File: src/rtl/seq_pkg.sv
// -----------------------------------------------------------------------------
// seq_pkg
// Constants and types shared by the 001011 sequence generator and the frame
// aligner (seq_frame_sync, seq_window_match).
// -----------------------------------------------------------------------------
package seq_pkg;

   typedef enum logic [1:0] {
      HUNT  = 2'd0,
      CHECK = 2'd1,
      LOCK  = 2'd2
   } state_t;

   localparam int                       PAT_LEN_DEF = 6;
   localparam logic [PAT_LEN_DEF-1:0]   PAT_DEF     = 6'b001011;

   // 8-bit increment that sticks at 255.
   function automatic logic [7:0] sat_inc8(input logic [7:0] v);
      return (v == 8'hFF) ? v : v + 8'd1;
   endfunction

endpackage

File: src/rtl/seq_window_match.sv
// -----------------------------------------------------------------------------
// seq_window_match
// PAT_LEN-bit serial window with a fill counter and pattern comparator.
//
// Ports
//   clk_i    system clock
//   rst_i    synchronous active-high reset
//   valid_i  din_i is taken only when high
//   din_i    serial data bit (first-received bit ends up in the MSB)
//   hit_o    the window *including the bit presented this cycle* equals
//            PATTERN and at least PAT_LEN valid bits have been seen since reset.
//            Combinational so the parent can register it on the same edge that
//            takes the bit; always 0 when valid_i is low.
// -----------------------------------------------------------------------------
module seq_window_match
   import seq_pkg::*;
#(
   parameter int                 PAT_LEN = PAT_LEN_DEF,
   parameter logic [PAT_LEN-1:0] PATTERN = PAT_LEN'(PAT_DEF)
) (
   input  logic clk_i,
   input  logic rst_i,
   input  logic valid_i,
   input  logic din_i,
   output logic hit_o
);

   localparam logic [3:0] FILL_FULL = 4'(PAT_LEN);

   logic [PAT_LEN-1:0] sr_q, sr_d;
   logic [3:0]         fill_q, fill_d;

   always_comb begin
      sr_d   = sr_q;
      fill_d = fill_q;
      if (valid_i) begin
         sr_d = {sr_q[PAT_LEN-2:0], din_i};
         if (fill_q != FILL_FULL) begin
            fill_d = fill_q + 4'd1;
         end
      end
      hit_o = valid_i && (fill_d == FILL_FULL) && (sr_d == PATTERN);
   end

   always_ff @(posedge clk_i) begin
      if (rst_i) begin
         sr_q   <= '0;
         fill_q <= '0;
      end else begin
         sr_q   <= sr_d;
         fill_q <= fill_d;
      end
   end

endmodule

File: src/rtl/seq_frame_sync.sv
// -----------------------------------------------------------------------------
// seq_frame_sync
// Serial frame aligner for the periodic 001011 sequence. Hunts for the
// pattern, confirms LOCK_CNT period-aligned matches, then tracks bit phase and
// counts boundary mismatches until LOSS_CNT consecutive misses drop lock.
//
// Ports
//   clk        system clock
//   rst        synchronous active-high reset
//   din_valid  din is sampled only when high
//   din        serial data bit
//   match      1-cycle pulse: last PAT_LEN valid bits equal PATTERN
//   locked     high while in LOCK
//   phase      bit position within the frame while locked, else 0
//   err_pulse  1-cycle pulse on each boundary mismatch while locked
//   err_cnt    saturating count of err_pulse events (cleared by rst only)
//
// state | meaning
// ------+---------------------------------------------------------------
// HUNT  | searching; any valid bit completing a match anchors the frame
// CHECK | anchored; confirming matches on successive frame boundaries
// LOCK  | aligned; boundary mismatches raise err_pulse and count toward loss
// -----------------------------------------------------------------------------
module seq_frame_sync
   import seq_pkg::*;
#(
   parameter int                 PAT_LEN  = PAT_LEN_DEF,
   parameter logic [PAT_LEN-1:0] PATTERN  = PAT_LEN'(PAT_DEF),
   parameter int                 LOCK_CNT = 3,
   parameter int                 LOSS_CNT = 2
) (
   input  logic       clk,
   input  logic       rst,
   input  logic       din_valid,
   input  logic       din,
   output logic       match,
   output logic       locked,
   output logic [2:0] phase,
   output logic       err_pulse,
   output logic [7:0] err_cnt
);

   localparam logic [2:0] FC_LAST   = 3'(PAT_LEN - 1);
   localparam logic [7:0] LOCK_GOAL = 8'(LOCK_CNT);
   localparam logic [7:0] LOSS_GOAL = 8'(LOSS_CNT);

   logic hit;

   seq_window_match #(
      .PAT_LEN (PAT_LEN),
      .PATTERN (PATTERN)
   ) u_window (
      .clk_i   (clk),
      .rst_i   (rst),
      .valid_i (din_valid),
      .din_i   (din),
      .hit_o   (hit)
   );

   state_t     state_q, state_d;
   logic [2:0] fc_q, fc_d;
   logic [7:0] good_q, good_d;
   logic [7:0] bad_q, bad_d;
   logic [7:0] err_cnt_q, err_cnt_d;
   logic       err_d;
   logic       boundary;
   logic [2:0] phase_d;

   logic       match_q, locked_q, err_pulse_q;
   logic [2:0] phase_q;

   always_comb begin
      state_d   = state_q;
      fc_d      = fc_q;
      good_d    = good_q;
      bad_d     = bad_q;
      err_cnt_d = err_cnt_q;
      err_d     = 1'b0;
      boundary  = (fc_q == FC_LAST);

      if (din_valid) begin
         fc_d = boundary ? 3'd0 : fc_q + 3'd1;

         unique case (state_q)
            HUNT: begin
               // The matching bit itself is position 0 of the new frame, so
               // the next boundary falls exactly PAT_LEN valid bits later.
               if (hit) begin
                  state_d = CHECK;
                  fc_d    = 3'd0;
                  good_d  = 8'd1;
               end
            end
            CHECK: begin
               if (boundary) begin
                  if (hit) begin
                     good_d = good_q + 8'd1;
                     if (good_q + 8'd1 == LOCK_GOAL) begin
                        state_d = LOCK;
                        bad_d   = 8'd0;
                     end
                  end else begin
                     state_d = HUNT;
                     good_d  = 8'd0;
                  end
               end
            end
            LOCK: begin
               if (boundary) begin
                  if (hit) begin
                     bad_d = 8'd0;
                  end else begin
                     err_d     = 1'b1;
                     err_cnt_d = sat_inc8(err_cnt_q);
                     bad_d     = bad_q + 8'd1;
                     if (bad_q + 8'd1 == LOSS_GOAL) begin
                        state_d = HUNT;
                        good_d  = 8'd0;
                     end
                  end
               end
            end
            default: begin
               state_d = HUNT;
               good_d  = 8'd0;
            end
         endcase
      end

      phase_d = (state_d == LOCK) ? fc_d : 3'd0;
   end

   always_ff @(posedge clk) begin
      if (rst) begin
         state_q     <= HUNT;
         fc_q        <= '0;
         good_q      <= '0;
         bad_q       <= '0;
         err_cnt_q   <= '0;
         match_q     <= 1'b0;
         locked_q    <= 1'b0;
         phase_q     <= '0;
         err_pulse_q <= 1'b0;
      end else begin
         state_q     <= state_d;
         fc_q        <= fc_d;
         good_q      <= good_d;
         bad_q       <= bad_d;
         err_cnt_q   <= err_cnt_d;
         match_q     <= hit;
         locked_q    <= (state_d == LOCK);
         phase_q     <= phase_d;
         err_pulse_q <= err_d;
      end
   end

   assign match     = match_q;
   assign locked    = locked_q;
   assign phase     = phase_q;
   assign err_pulse = err_pulse_q;
   assign err_cnt   = err_cnt_q;

endmodule

File: config.mk
export PLATFORM = sky130hd
export DESIGN_NAME = seq_frame_sync
export DESIGN_NICKNAME = d
export VERILOG_FILES = /design/src/rtl/seq_pkg.sv /design/src/rtl/seq_window_match.sv /design/src/rtl/seq_frame_sync.sv
export SDC_FILE = /design/constraint.sdc
export NUM_CORES = 1
export LEC_CHECK = 0
export CAP_MARGIN = 20
export CORE_ASPECT_RATIO = 1.75
export CORE_MARGIN = 5
export CORE_UTILIZATION = 40
export CTS_BUF_LIST = sky130_fd_sc_hd__clkbuf_4
export DETAILED_ROUTE_END_ITERATION = 8
export PLACE_DENSITY = 0.7
export SYNTH_ARGS = -nofsm -noshare
export SYNTH_HDL_FRONTEND = slang
export SYNTH_SLANG_ARGS = --single-unit
File: constraint.sdc
create_clock -name clk -period 3.88 [get_ports clk]
set_clock_uncertainty 0.1 [all_clocks]
set_input_delay 0.388 -clock clk [delete_from_list [all_inputs] [get_ports clk]]
set_output_delay 0.388 -clock clk [all_outputs]
set_load 0.01 [all_outputs]
==> qor.yml <==
holdWs_ns: 0.396
drt-total-wl_mm: 5.23
status: "finished, final reports clean"
relSlewSlack_pct: 40.9
grt_setup_unrepaired: "false"
drt_iter0_drc: 51
reg2reg_depth: 8
cts.sinks: 44
leakage_nw: 0.907
p_sw_share_pct: 26.2
fmax_ghz: 0.372
p_per_area_mw_per_mm2: 280
ys_warn_count: 0
cp.arrival_ns: 2.85
ys.flop_type: "dfxtp_1"
die_x_um: 70.0
grt_pass1_vias: 2059
p_clk_share_pct: 29.4
min_to: "bad_q[7]"
combPwrFrac_pct: 10.3
synth.distinct_cells: 67
grt_usage_pct: 13.9
timing.rr.start: "u_window.fill_q[0]"
die_h_um: 115
worstPathRequired_ns: 4.04
worst_r2r_endpoint: "bad_q[6]"
rows: 38
finalCriticalPeriod_ns: 2.69
hold_depth: 2
core_mm2: 0.00618
seq_power_share_pct: 60.3
p_int_mw: 0.577
maxCapViolCount: 0
clockBufferDepth: 2
syn_avg_cell_area_um2: 8.94
hold_buffers: 0
place.gp.congestion: 0.786
finalCritPeriodShare_pct: 69.3
cts_resized: 0
grt_max_degree: 35
clk_latency_ns: 0.37
dieArea_mm2: 0.00806
start_kind: "register"
synth-edff-count: 0
drc_errors: 0
grt_pass1_wl_mm: 9.04
hold_viol: 0
seq_area_frac_synth_pct: 34.9
viasPerCell: 5.61
cts_inserted_buffers: 5
avgRoutedWirePerCell_um: 13.9
finalSetupViolations: 0
layout.cells.non_filler: 376
syn2layout_area_growth_pct: 10.9
drive_gt1_share_pct: 11.9
final_cell_mix: "dfxtp_1, nor2_1, clkdlybuf4s50_1"
min_path_type: "register to register"
h-tree-depth: 2
critPathMaxFanout: 10
synth-seq-cells: 44
syn_inst: 282
finalNetCount: 305
dp_hpwl_mm: 3.93
ant_nets: 0
cts.reportedPaths.clkPinSlew_ns: 0.13
worstSetupPathType: "register to register"
grt_overflow: 0
syn_nets: 293
power.net_switching_mw: 0.205
min_from: "bad_q[7]"
tns_ns: 0
finish.utilization_pct: 45.2
regToRegSetupSlack_ns: 1.19
cts-root-buf: "clkbuf_4"
cp-end-kind: "register"
finalMaxSlewViolations: 0
num_vias: 2108
start_util_pct: 40.8
ios: 18
cts_tree: "yes"
antenna_found_initial: 1
worst_pin_slew_ns: 0.878
vdd_ir_drop_max_mv: 0.255
cts_setup_buffers: 0
layout_commonest_cell: "dfxtp_1"
place_inst: 367
portBuffers: 17
synthArstFlopShare_pct: 0
netlist_area_mm2: 0.00252
first_pass_iters: 4
sequential cells by signal, indices dropped and copies added, names as in the netlist:
register	flops
bad_q	8
phase	3
u_window.sr_q	5
match	1
state_q	2
locked	1
err_pulse	1
u_window.fill_q	4
err_cnt	8
good_q	8
fc_q	3
area by class of cell:
cell class              count  area, um^2
multi-input cells         208        1510
repair buffers             19         185
inverters                  16        60.1
fillers                   636        3380
clock buffers               7        52.6
flip-flops and latches     44         881
clock inverters             1        3.75
well taps                  80         100
diodes                      1        2.50
cell families (layout without fill, tap and decap cells):
logic type               after synthesis  count (layout)  share of synthesized area, %
AO/OA/AOI/OAI                         59              59                          22.0
XOR/XNOR                              14              14                          4.86
adder cells (fa/ha/maj)                7               7                          3.47
buffers and inverters                 30              43                          5.16
flip-flops                            44              44                          34.9
multiplexers                           6               6                          2.38
other                                  0               1                             0
AND/OR/NAND/NOR                      122             122                          27.2
synth_stat cells (3+ instances only):
library cell / count / area (um^2)
o21a_1: 3 / 22.5
a21oi_1: 6 / 30.0
o32ai_1: 3 / 26.3
xor2_1: 3 / 26.3
nand4_1: 6 / 37.5
mux2i_1: 6 / 60.1
o21ai_0: 13 / 65.1
a21o_1: 3 / 22.5
clkbuf_1: 8 / 30.0
nand2_1: 15 / 56.3
and3_1: 4 / 25.0
nor3_1: 12 / 60.1
o21ai_1: 4 / 20.0
and4_1: 3 / 26.3
nor4_1: 10 / 62.6
nand3_1: 14 / 70.1
nor2_1: 30 / 113
o32ai_2: 3 / 48.8
ha_1: 7 / 87.6
nor3b_1: 3 / 22.5
xnor2_1: 11 / 96.3
inv_1: 16 / 60.1
dfxtp_1: 44 / 881
nand2b_1: 3 / 18.8
critical path, stage by stage (launching register included):
cell and delay [ns]:
dfxtp_1 0.47, inv_1 0.11, ha_1 0.25, o21ai_0 0.20, a31oi_2 0.19, a2111oi_4 0.69, nor3_1 0.21, nand2_1 0.26
o32ai_2 0.11
through the flow:
stage                     worst slack (ns)  area (um^2)  power [mW]
after CTS                             1.17         2790       0.793
after global placement               0.964         2740       0.562
after floorplan                       1.51         2520       0.541
after global routing                 0.966         2800       0.823
final                                 1.19         2800       0.782
after detailed placement             0.875         2740       0.564
layer usage:
metal / vias to the layer above / share of wire [%] / global-route usage, %
met3: 7 / 2.2 / 3.24
met2: 25 / 57 / 27.0
met1: 1010 / 39 / 13.5
met4: 0 / 1.7 / 6.78
li1: 1066 / - / -
met5: - / 0 / 0
power by group through the flow:
stage / clock network [mW] / registers, mW / logic, mW
3_3_place_gp: 0 / 0.482 / 0.0799
6_report: 0.230 / 0.472 / 0.0807
5_1_grt: 0.260 / 0.474 / 0.0899
3_5_place_dp: 0 / 0.482 / 0.0816
2_1_floorplan: 0 / 0.480 / 0.0608
4_1_cts: 0.240 / 0.472 / 0.0817
worst max path at each step:
| stage | slack [ns] | cells past startpoint | start | endpoint |
|---|---|---|---|---|
| after floorplan | 1.51 | 9 | u_window.fill_q[0] | bad_q[4] |
| after global placement | 0.96 | 7 | din_valid | bad_q[1] |
| after detailed placement | 0.88 | 7 | din_valid | bad_q[6] |
| after CTS | 1.17 | 8 | u_window.fill_q[0] | bad_q[6] |
| after global routing | 0.97 | 8 | u_window.fill_q[0] | bad_q[5] |
| final | 1.19 | 8 | u_window.fill_q[0] | bad_q[6] |
No activity file was read; power rests on OpenSTA's default activity.
